**src/rtl/inst_loader.sv**
```systemverilog
// Boot loader: packs a big-endian byte stream into 32-bit words and writes them to instruction memory.
// Latency: one imem write one cycle after each 4th accepted byte; done/cpu_rst rise one cycle after the last write.
// Backpressure: byte_ready is high only in RECV (low during each WRITE cycle); idle gaps abort after TIMEOUT cycles.
module inst_loader #(
    parameter int WORDS     = 64,
    parameter int TIMEOUT   = 1024,
    parameter bit BOOT_HOLD = 1'b1
) (
    input  logic        clk,
    input  logic        rst,
    input  logic        start,
    input  logic [6:0]  len,
    input  logic        byte_valid,
    input  logic [7:0]  byte_data,
    output logic        byte_ready,
    output logic        imem_we,
    output logic [7:0]  imem_addr,
    output logic [31:0] imem_wdata,
    output logic        cpu_rst,
    output logic        busy,
    output logic        done,
    output logic        err
);

    localparam int             TW      = $clog2(TIMEOUT + 1);
    localparam logic [TW-1:0]  TMAX    = TW'(TIMEOUT - 1);
    localparam logic [7:0]     WORDS_L = 8'(WORDS);

    typedef enum logic [1:0] {
        IDLE  = 2'd0,
        RECV  = 2'd1,
        WRITE = 2'd2,
        DONE  = 2'd3
    } state_t;

    state_t          state, state_nxt;
    logic [6:0]      len_q, len_nxt;
    logic [5:0]      idx, idx_nxt;
    logic [1:0]      bcnt, bcnt_nxt;
    logic [TW-1:0]   tcnt, tcnt_nxt;
    logic [31:0]     w, w_nxt;
    logic            done_nxt, err_nxt, cpu_rst_nxt;
    logic            accept;
    logic            last_word;

    // byte_ready is a registered copy of (state == RECV), so this is the real handshake
    assign accept    = byte_valid & byte_ready;
    assign last_word = ({1'b0, idx} == (len_q - 7'd1));

    // Next-state and next-value logic for the load sequencer
    always_comb begin
        state_nxt   = state;
        len_nxt     = len_q;
        idx_nxt     = idx;
        bcnt_nxt    = bcnt;
        tcnt_nxt    = tcnt;
        w_nxt       = w;
        done_nxt    = done;
        err_nxt     = err;
        cpu_rst_nxt = cpu_rst;
        case (state)
            IDLE, DONE: begin
                if (start) begin
                    if ((len == 7'd0) || ({1'b0, len} > WORDS_L)) begin
                        // Rejected: leave the core's reset exactly as it was
                        err_nxt   = 1'b1;
                        done_nxt  = 1'b0;
                        state_nxt = IDLE;
                    end else begin
                        len_nxt     = len;
                        idx_nxt     = 6'd0;
                        bcnt_nxt    = 2'd0;
                        tcnt_nxt    = '0;
                        done_nxt    = 1'b0;
                        err_nxt     = 1'b0;
                        cpu_rst_nxt = 1'b0;
                        state_nxt   = RECV;
                    end
                end
            end
            RECV: begin
                if (accept) begin
                    w_nxt    = {w[23:0], byte_data};
                    bcnt_nxt = bcnt + 2'd1;
                    tcnt_nxt = '0;
                    if (bcnt == 2'd3) begin
                        state_nxt = WRITE;
                    end
                end else if (tcnt == TMAX) begin
                    // Stalled sender: abort, keep the core in reset, leave partial words in memory
                    err_nxt   = 1'b1;
                    state_nxt = IDLE;
                end else begin
                    tcnt_nxt = tcnt + TW'(1);
                end
            end
            WRITE: begin
                if (last_word) begin
                    done_nxt    = 1'b1;
                    cpu_rst_nxt = 1'b1;
                    state_nxt   = DONE;
                end else begin
                    idx_nxt   = idx + 6'd1;
                    bcnt_nxt  = 2'd0;
                    tcnt_nxt  = '0;
                    state_nxt = RECV;
                end
            end
            default: state_nxt = IDLE;
        endcase
    end

    // Sequencer state and internal counters
    always_ff @(posedge clk or negedge rst) begin
        if (!rst) begin
            state <= IDLE;
            len_q <= 7'd0;
            idx   <= 6'd0;
            bcnt  <= 2'd0;
            tcnt  <= '0;
            w     <= 32'd0;
        end else begin
            state <= state_nxt;
            len_q <= len_nxt;
            idx   <= idx_nxt;
            bcnt  <= bcnt_nxt;
            tcnt  <= tcnt_nxt;
            w     <= w_nxt;
        end
    end

    // Registered outputs, computed from the next state so they line up with the state they describe
    always_ff @(posedge clk or negedge rst) begin
        if (!rst) begin
            byte_ready <= 1'b0;
            imem_we    <= 1'b0;
            imem_addr  <= 8'd0;
            imem_wdata <= 32'd0;
            busy       <= 1'b0;
            done       <= 1'b0;
            err        <= 1'b0;
            cpu_rst    <= ~BOOT_HOLD;
        end else begin
            byte_ready <= (state_nxt == RECV);
            imem_we    <= (state_nxt == WRITE);
            busy       <= (state_nxt == RECV) || (state_nxt == WRITE);
            done       <= done_nxt;
            err        <= err_nxt;
            cpu_rst    <= cpu_rst_nxt;
            if (state_nxt == WRITE) begin
                imem_addr  <= {idx_nxt, 2'b00};
                imem_wdata <= w_nxt;
            end
        end
    end

endmodule
```
**config.mk**
```make
export PLATFORM = sky130hd
export DESIGN_NAME = inst_loader
export DESIGN_NICKNAME = d
export VERILOG_FILES = /design/src/rtl/inst_loader.sv
export SDC_FILE = /design/constraint.sdc
export NUM_CORES = 1
export LEC_CHECK = 0
export ABC_AREA = 1
export CAP_MARGIN = 0
export CORE_MARGIN = 2
export CORE_UTILIZATION = 45
export DETAILED_ROUTE_END_ITERATION = 8
export GPL_TIMING_DRIVEN = 0
export PLACE_DENSITY = 0.67
export SLEW_MARGIN = 40
export SYNTH_ARGS = -nofsm -noshare
export SYNTH_HDL_FRONTEND = slang
export SYNTH_SLANG_ARGS = --single-unit
export TNS_END_PERCENT = 10
```
**constraint.sdc**
```tcl
create_clock -name clk -period 6.05 [get_ports clk]
set_input_delay 1.21 -clock clk [delete_from_list [all_inputs] [get_ports clk]]
set_output_delay 1.21 -clock clk [all_outputs]
set_load 0.01 [all_outputs]
```
* After elaboration in Yosys (flattened, before gate mapping) *
Index checks and enable logic that the tools add are counted.

word-level totals
  register bits after elaboration = 104
  output and inout bits = 46
  word-level logic and storage cells = 85

operators by class
  add/subtract/negate cells = 4
  order comparisons = 1
  equal/unequal tests = 16
  mux-type cells = 35
  bitwise logic cells = 2
  reductions and logical operators = 13

operator list
  operator                                                             number
  32-bit two-way mux                                                   2
  11-bit two-way mux                                                   5
  11-bit case mux with 3 select lines                                  1
  2-bit two-way mux                                                    9
  6-bit two-way mux                                                    3
  4-bit AND reduction                                                  4
  2-bit != test (second input constant)                                7
  2-bit case mux with 3 select lines                                   2
  6-bit case mux with 2 select lines                                   1
  11-bit by 1-bit adder with 11-bit output (second input constant)     1
  11-bit by 10-bit == test with 1-bit output (second input constant)   1
  1-bit two-way mux                                                    9
  2-bit == test (second input constant)                                4
  6-bit by 7-bit == test with 1-bit output                             1
  7-bit greater-than comparator (second input constant)                1
  7-bit zero test                                                      1
  7-bit by 1-bit subtractor with 7-bit output (second input constant)  1
  6-bit by 1-bit adder with 6-bit output (second input constant)       1
  1-bit case mux with 2 select lines                                   3
  3-bit AND reduction                                                  2
  2-bit by 1-bit == test with 1-bit output (second input constant)     2
  2-bit nonzero test                                                   2
  3-bit != test (second input constant)                                1
  2-bit by 1-bit adder with 2-bit output (second input constant)       1
  other kinds (5)                                                      6

* Depth between registers and ports, before layout *
Gate-level depths: netlist of the first run.

  depth after elaboration = 7
  mapped depth = 19
  mapped depth without buffers = 17

* Worst setup path before layout of the first run *
Ideal clock, no wire load.

  path type = input to register
  start point = input port byte_valid
  end point = register imem_wdata[18]
  library setup time = 0.135 ns
  arrival = 3.028 ns
  data required time = 5.915 ns
  path slack = 2.888 ns
  cell stages on the path = 12
  path through = nand2_1 > inv_2 > nand2_1 > nand2_1 > nand3_1 > nand2_1 > a21oi_1 > ha_1 > clkbuf_1 > clkbuf_1 > clkbuf_1 > a31oi_1

between the ends
  cells in the longest elaborated chain, start to end = 4
  elaborated cells on any way between the ends = 6
  classes of those cells = eq/ne (1); mux (4); bitwise (1)

ends and longest elaborated chain
  what                                RTL line  text
  start, declared                     13        input logic byte_valid,
  1-bit AND (*)                       47        assign accept = byte_valid & byte_ready;
  2-bit two-way mux                   82        if (accept) begin
  2-bit case mux with 3 select lines  61        case (state)
  2-bit == test                       150       if (state_nxt == WRITE) begin
  end signal, assigned                152       imem_wdata <= w_nxt;
  end, declared                       18        output logic [31:0] imem_wdata,

Every way passes the cells marked *; elsewhere a longest branch is shown, timed or not.
A chain may end at the register's enable or synchronous reset.

* Worst setup path after layout of the first run *
  start point = input port byte_valid
  end point = register imem_wdata[19]

Same word-level chain as after synthesis.

==> summary.log, run 1 <==
[outcome] status complete, no violations
[global_routing] total global routing track utilization 0.1946
[route] total iterations of the first detailed-routing run 4
[timing] worst rel slew slack 0.6133
[setup_path] critical path startpoint category primary input
[setup_path] depth of the worst register-to-register path 16
[global_routing] maximum number of pins on one net before global-route repair 58
[setup_path] CP Data Required Time 6.28 ns
[cts] clock-pin slew on the worst setup and hold paths 0.10 ns
[power] switching part of the total 0.3438
[logic_synthesis] largest area contributor in the netlist sky130_fd_sc_hd__dfrtp_1
[timing] Fmax 249.1 MHz
[power] sequential cell fraction of total power 0.515
[final_layout] flip-flop and latch area 2603 µm²
[setup_path] kind of critical path in2reg
[cts] hold buffers post-CTS 0
[cts] number of clock sinks seen by CTS 104
[setup_path] WP data arrival 4.24 ns
[worst_hold_path] HP Class reg2reg
[timing] Period minus WS final 4.015 ns
[cts] worst-case clock buffer depth 2
[power] clock network fraction of design power 0.219
[final_layout] number of nets in the layout 680
[cts] Root Buffer Master sky130_fd_sc_hd__clkbuf_8
[power] Pwr Density 315.3 nW/µm²
[power] Overall Power 1.840 mW
[cts] Num CTS Buffers 9
[logic_synthesis] library cells used by synthesis 34
[timing] setup skew after layout 0.01153 ns
[route] drt first-iter violations 152
[global_routing] antenna violations before repair 0
[placed_design] placed wire-length estimate 7707 µm
[global_routing] global route total overflow 0
[floorplan] top-level I/O count 65
[power] cell-internal power 1.208 mW
[setup_path] launch instance of the worst register-to-register path tcnt[0]
[logic_synthesis] synthesized area per cell 8.370 µm²
[final_layout] share of post-route cells with drive strength above 1 0.07622
[floorplan] num rows 37
[route] remaining antenna violation count 0
[worst_hold_path] hold depth 2
[timing] Final WS setup 2.035 ns
[timing] number of endpoints with negative hold slack in the final report 0
[timing] Final Slew Violations 0
[floorplan] total core area 10,370 µm²
[logic_synthesis] Yosys reg bits 104
[logic_synthesis] Ys Warns 0
[final_layout] number of diodes added for antenna fixing 0
[power] power dissipated by switching net loads 632.7 µW
[route] Via Count 3,978
[logic_synthesis] portion of synthesized cell area occupied by the leading cell type 0.5389
[worst_hold_path] worst hold endpoint w[29]
[floorplan] floorplan die area 11,580 µm²
[timing] final worst path period share 0.6637
[setup_path] biggest fanout along the worst timing path 10
[cts] Worst-Skew Late Latency 0.36 ns
[timing] Hold Worst Slack 0.4802 ns
[route] Routed WL 10,420 µm
[placed_design] Buffers on Ports 62
[route] routed length per placed instance 13.16 µm
[cts] number of H-tree levels 3
[route] Via-to-Cell Ratio 5.023
[worst_hold_path] hold path start w[29]
[setup_path] worst r2r dst imem_wdata[19]
[logic_synthesis] cell types with the largest area share after synthesis sky130_fd_sc_hd__dfrtp_1, sky130_fd_sc_hd__nand2_1, sky130_fd_sc_hd__nand3_1
[cts] # Post-CTS Setup Buffers 0
[placed_design] Post-Place Worst Slack 1.634 ns
[logic_synthesis] portion of the post-synthesis area used by sequential elements 0.5389
[logic_synthesis] synthesized area 4830 µm²
[cts] cells resized by post-CTS repair 0
[cts] CTS tree built
[final_layout] Area Growth Syn to Fin 20.83%
[global_routing] vias in the first global route 3,832
[timing] number of endpoints failing setup at the final stage 0
[floorplan] die height 107.6 µm
[logic_synthesis] number of instances in the synthesized netlist 577
[power] Combinational Power Share 0.266
[global_routing] first-pass GRT wire length 17,990 µm
[power] leakage power figure 2.862 nW
[setup_path] register-to-register setup slack 2.61 ns
[power] peak ir drop on the vdd network 137.0 µV
[floorplan] width of the die 107.6 µm
[timing] transition at the pin with the smallest max-transition slack 0.5801 ns
[final_layout] Filler Cells Inserted 994
[floorplan] effective utilization at floorplan 0.4657
[timing] unrepaired setup endpoints after global routing no
[run] max-cap check violation count 0
[final_layout] area taken by multi-input logic gates 1948 µm²
[route] final routed DRC violation total 0
[setup_path] CP Capture Type flop
[placed_design] Routability Congestion 0.8036
-- how the worst max path moves through the flow --
stage	from	to	depth (start not counted)
3_3_place_gp	rst	imem_wdata[2]	1
6_report	byte_valid	imem_wdata[19]	14
4_1_cts	byte_valid	imem_wdata[19]	14
5_1_grt	byte_valid	imem_wdata[19]	14
3_5_place_dp	byte_valid	imem_wdata[26]	14
2_1_floorplan	byte_valid	imem_wdata[18]	12
-- power groups by stage --
stage                     logic (mW)  registers [mW]  clock network (mW)
final                          0.489           0.949               0.403
after global routing           0.559           0.970               0.445
after detailed placement       0.492           0.962                   0
after floorplan                0.289           0.957                   0
after global placement         0.479           0.957                   0
after CTS                      0.494           0.948               0.413
-- cell families after synthesis --
group / synth area share
compound gates: 0.08601
xor+xnor: 0.01088
fa+ha+maj: 0.02332
buf+inv: 0.05855
flops: 0.5389
other cells: 0.0007765
simple gates: 0.2816
-- area by class of cell --
cell class,instances,share of cell area
plain buffers,24,0.01951
clock buffers,9,0.02123
multi-input cells,405,0.3338
repair buffers,63,0.1119
clock inverters,6,0.009434
flip-flops and latches,104,0.4460
inverters,45,0.02895
well taps,136,0.02916
-- state kept, by name, summed over array words and instances (netlist names) --
| signal | count |
|---|---|
| byte_ready | 1 |
| imem_addr | 6 |
| cpu_rst | 1 |
| w | 32 |
| busy | 1 |
| err | 1 |
| idx | 6 |
| tcnt | 11 |
| imem_wdata | 32 |
| bcnt | 2 |
| len_q | 7 |
| state | 2 |
| done | 1 |
| imem_we | 1 |
-- worst max-delay path: stages --
cell and delay, ns:
sky130_fd_sc_hd__clkdlybuf4s50_1 0.45, sky130_fd_sc_hd__nand2_1 0.13, sky130_fd_sc_hd__inv_2 0.21, sky130_fd_sc_hd__nand2_1 0.25, sky130_fd_sc_hd__nand2_1 0.17, sky130_fd_sc_hd__nand2_1 0.07, sky130_fd_sc_hd__nand2_1 0.06, sky130_fd_sc_hd__nand2_1 0.06
sky130_fd_sc_hd__o21ai_1 0.14, sky130_fd_sc_hd__ha_1 0.24, sky130_fd_sc_hd__clkbuf_1 0.24, sky130_fd_sc_hd__clkbuf_1 0.45, sky130_fd_sc_hd__clkbuf_1 0.42, sky130_fd_sc_hd__a31oi_1 0.15
-- layer usage --
| layer | part of all wire | up-vias | track usage | wire, µm |
|---|---|---|---|---|
| met1 | 0.49 | 1894 | 0.2795 | 5102 |
| met5 | 0 | - | 0 | 0 |
| met3 | 0.029 | 11 | 0.03329 | 307 |
| met4 | 0.011 | 0 | 0.06227 | 119 |
| met2 | 0.47 | 63 | 0.3014 | 4895 |
| li1 | - | 2010 | - | - |
-- cells in the mapped netlist, drive strengths merged --
| master | n |
|---|---|
| o21ai | 25 |
| nand2 | 188 |
| or2 | 1 |
| a31o | 1 |
| inv | 45 |
| conb | 1 |
| nand3 | 57 |
| nor2 | 62 |
| and3 | 1 |
| a31oi | 31 |
| nor3b | 1 |
| xnor2 | 2 |
| nor3 | 3 |
| ha | 9 |
| nand3b | 1 |
| a21oi | 9 |
| dfrtp | 104 |
| and2 | 1 |
| buf | 9 |
| nand4 | 6 |
| o2111ai | 1 |
| clkbuf | 15 |
| xor2 | 4 |
-- metrics by stage --
step	cell area [µm²]	setup TNS, ns	util	cells
CTS	5836	0	0.5627	792
global placement	5624	-15.49	0.5424	776
finish	5836	0	0.5627	792
floorplan	4833	0	-	578
detailed placement	5657	0	0.5455	777
global route	5836	0	0.5627	792
-- cells in the final DEF (no fill, tap or decap), types with 3 or more instances in the layout --
| master | instances |
|---|---|
| sky130_fd_sc_hd__clkbuf_8 | 9 |
| sky130_fd_sc_hd__nor2_1 | 58 |
| sky130_fd_sc_hd__inv_1 | 38 |
| sky130_fd_sc_hd__nand2_1 | 183 |
| sky130_fd_sc_hd__nor3_1 | 3 |
| sky130_fd_sc_hd__nand2_2 | 4 |
| sky130_fd_sc_hd__nand3_1 | 56 |
| sky130_fd_sc_hd__o21ai_1 | 3 |
| sky130_fd_sc_hd__dfrtp_1 | 104 |
| sky130_fd_sc_hd__o21ai_0 | 13 |
| sky130_fd_sc_hd__o21ai_2 | 9 |
| sky130_fd_sc_hd__nand4_1 | 6 |
| sky130_fd_sc_hd__inv_2 | 7 |
| sky130_fd_sc_hd__buf_1 | 4 |
| sky130_fd_sc_hd__a31oi_1 | 31 |
| sky130_fd_sc_hd__xor2_1 | 4 |
| sky130_fd_sc_hd__clkbuf_1 | 15 |
| sky130_fd_sc_hd__ha_1 | 9 |
| sky130_fd_sc_hd__a21oi_1 | 9 |
| sky130_fd_sc_hd__clkdlybuf4s50_1 | 61 |
Power figures use the tool's default switching activity.
==> inputs of run 2 (changes only) <==
- PLACE_DENSITY: 0.67 -> 0.7
- clock period: 6.05 -> 3.2 ns (I/O delays scaled with it)
==> summary.log, run 2 (same netlist as run 1, synthesis figures left out) <==
[outcome] status complete, no violations
[cts] # Post-CTS Setup Buffers 0 [unchanged]
[timing] Final Slew Violations 0 [unchanged]
[route] remaining antenna violation count 0 [unchanged]
[power] leakage power figure 2.885 nW [+0.79%]
[final_layout] commonest cells after routing, fill and taps aside sky130_fd_sc_hd__nand2_1, sky130_fd_sc_hd__dfrtp_1, sky130_fd_sc_hd__clkdlybuf4s50_1, sky130_fd_sc_hd__nor2_1, sky130_fd_sc_hd__nand3_1
[power] peak ir drop on the vdd network 272.1 µV [+99%]
[timing] setup skew after layout 0.01541 ns [+0.003882 ns]
[final_layout] most common library cell in the layout ignoring fill and taps sky130_fd_sc_hd__nand2_1
[global_routing] total global routing track utilization 0.1969 [+0.002254]
[setup_path] biggest fanout along the worst timing path 10 [unchanged]
[route] drt first-iter violations 178 [+17%]
[cts] Root Buffer Master sky130_fd_sc_hd__clkbuf_8
[floorplan] floorplan die area 11,580 µm² [unchanged]
[timing] number of endpoints with negative hold slack in the final report 0 [unchanged]
[global_routing] antenna violations before repair 0 [unchanged]
[global_routing] global route total overflow 0 [unchanged]
[setup_path] WP data arrival 3.13 ns [-1.11 ns]
[worst_hold_path] HP Class in2async
[final_layout] largest registers imem_wdata (32), w (32), tcnt (11)
[cts] hold buffers post-CTS 0 [unchanged]
[timing] Fmax 347.2 MHz
[placed_design] Routability Congestion 0.8732 [+8.7%]
[setup_path] worst r2r dst imem_wdata[20]
[timing] Period minus WS final 2.880 ns
[setup_path] critical path startpoint category primary input
[floorplan] num rows 37 [unchanged]
[floorplan] effective utilization at floorplan 0.4657 [unchanged]
[cts] worst-case clock buffer depth 2 [unchanged]
[run] max-cap check violation count 0 [unchanged]
[final_layout] number of diodes added for antenna fixing 0 [unchanged]
[route] final routed DRC violation total 0 [unchanged]
[setup_path] CP Capture Type flop
[final_layout] final core occ 0.5642 [+0.001448]
[setup_path] depth of the worst register-to-register path 16 [unchanged]
[cts] number of clock sinks seen by CTS 104 [unchanged]
[cts] number of H-tree levels 3 [unchanged]
[timing] number of endpoints failing setup at the final stage 0 [unchanged]
[floorplan] total core area 10,370 µm² [unchanged]
[setup_path] kind of critical path in2reg
[setup_path] launch instance of the worst register-to-register path len_q[0]
[timing] final worst path period share 0.9001
[cts] CTS tree built
[setup_path] CP Data Required Time 3.45 ns [-2.83 ns]
[final_layout] Finished Cell Area 5851 µm² [+0.26%]
[cts] clock-pin slew on the worst setup and hold paths 0.11 ns [about the same]
[route] routed length per placed instance 13.52 µm [+2.7%]
[floorplan] top-level I/O count 65 [unchanged]
[global_routing] first-pass GRT wire length 18,350 µm [+2.0%]
[route] Via-to-Cell Ratio 5.117 [+1.9%]
[route] Via Count 4,053 [+1.9%]
[placed_design] Buffers on Ports 62 [unchanged]
[final_layout] number of nets in the layout 679 [-0.15%]
[cts] Worst-Skew Late Latency 0.37 ns [about the same]
[final_layout] share of post-route cells with drive strength above 1 0.08384 [+0.007622]
[floorplan] die height 107.6 µm [unchanged]
[setup_path] register-to-register setup slack 0.33 ns [-2.28 ns]
[timing] unrepaired setup endpoints after global routing no
[timing] transition at the pin with the smallest max-transition slack 0.5723 ns [-0.007832 ns]
[placed_design] area of placed instances 5657 µm² [unchanged]
[global_routing] vias in the first global route 3,912 [+2.1%]
[floorplan] width of the die 107.6 µm [unchanged]
[final_layout] Area Growth Syn to Fin 21.14%
[final_layout] Filler Cells Inserted 963 [-3.1%]
[cts] Num CTS Buffers 9 [unchanged]
[power] Pwr Density 601.5 nW/µm² [+91%]
[timing] worst rel slew slack 0.6185 [+0.005221]
[route] Routed WL 10,700 µm [+2.7%]
[global_routing] maximum number of pins on one net before global-route repair 69 [+19%]
[route] total iterations of the first detailed-routing run 5 [+1]
[placed_design] placed wire-length estimate 7833 µm [+1.6%]
## run 2: cell types whose count changed in the layout (fill, tap and decap cells not counted), sizes merged
cell / change
clkinvlp: -2
inv: +2
## run 2: final cells by class
type,instances,area [µm²],share of cell area
timing repair buffer,63,653.1,0.1116
clock buffer,10,127.6,0.02181
buffer,23,117.6,0.02010
tap,136,170.2,0.02908
sequential,104,2603,0.4448
inverter,45,168.9,0.02887
clock inverter,6,60.06,0.01027
multi-input combinational,405,1951,0.3334
## run 2: repair_timing
action	4_1_cts	5_1_grt
pin swaps	0	0
gates resized for setup	2	7
endpoints found under the setup margin	18	38
## run 2: power breakdown
group / total, mW / switching, mW / internal, mW
Combinational: 0.938 / 0.556 / 0.382
Clock: 0.788 / 0.482 / 0.306
Sequential: 1.79 / 0.184 / 1.61
Total: 3.52 / 1.22 / 2.30
## run 2: layer usage
layer / GRT usage / vias to the layer above / part of all wire
li1: - / 2021 / -
met1: 0.2849 / 1956 / 0.48
met2: 0.3113 / 72 / 0.48
met3: 0.02482 / 4 / 0.035
met4: 0.05952 / 0 / 0.0067
met5: 0 / - / 0
## run 2: how the worst max path moves through the flow
stage	depth (start not counted)	start	endpoint	slack, ns
floorplan	17	len_q[0]	imem_wdata[18]	0.51
global placement	1	rst	imem_wdata[1]	-2.40
detailed placement	14	byte_valid	imem_wdata[24]	-0.61
CTS	14	byte_valid	imem_wdata[20]	0.13
global route	16	len_q[0]	imem_wdata[15]	0.01
finish	13	byte_valid	imem_wdata[20]	0.32
## run 2: stage by stage
stage	total power, mW	std cells	setup TNS (ns)	setup WS (ns)	hold slack, ns
final	3.519	792	0	0.3196	0.1166
after floorplan	2.354	578	0	0.5116	0.3444
after detailed placement	2.761	777	-13.05	-0.6106	0.4544
after global placement	2.718	776	-260.21	-2.398	0.4483
after global routing	3.751	792	0	0.01262	0.1319
after CTS	3.543	793	0	0.1286	0.1289
## run 2: critical path: stages
cell and delay (ns):
sky130_fd_sc_hd__clkdlybuf4s50_1 0.46, sky130_fd_sc_hd__nand2_1 0.13, sky130_fd_sc_hd__inv_2 0.20, sky130_fd_sc_hd__nand2_1 0.26, sky130_fd_sc_hd__nand2_1 0.18, sky130_fd_sc_hd__nand2_1 0.08, sky130_fd_sc_hd__nand2_1 0.06, sky130_fd_sc_hd__nand2_1 0.06
sky130_fd_sc_hd__o21ai_1 0.16, sky130_fd_sc_hd__ha_2 0.29, sky130_fd_sc_hd__clkbuf_4 0.24, sky130_fd_sc_hd__clkbuf_2 0.26, sky130_fd_sc_hd__a31oi_1 0.11
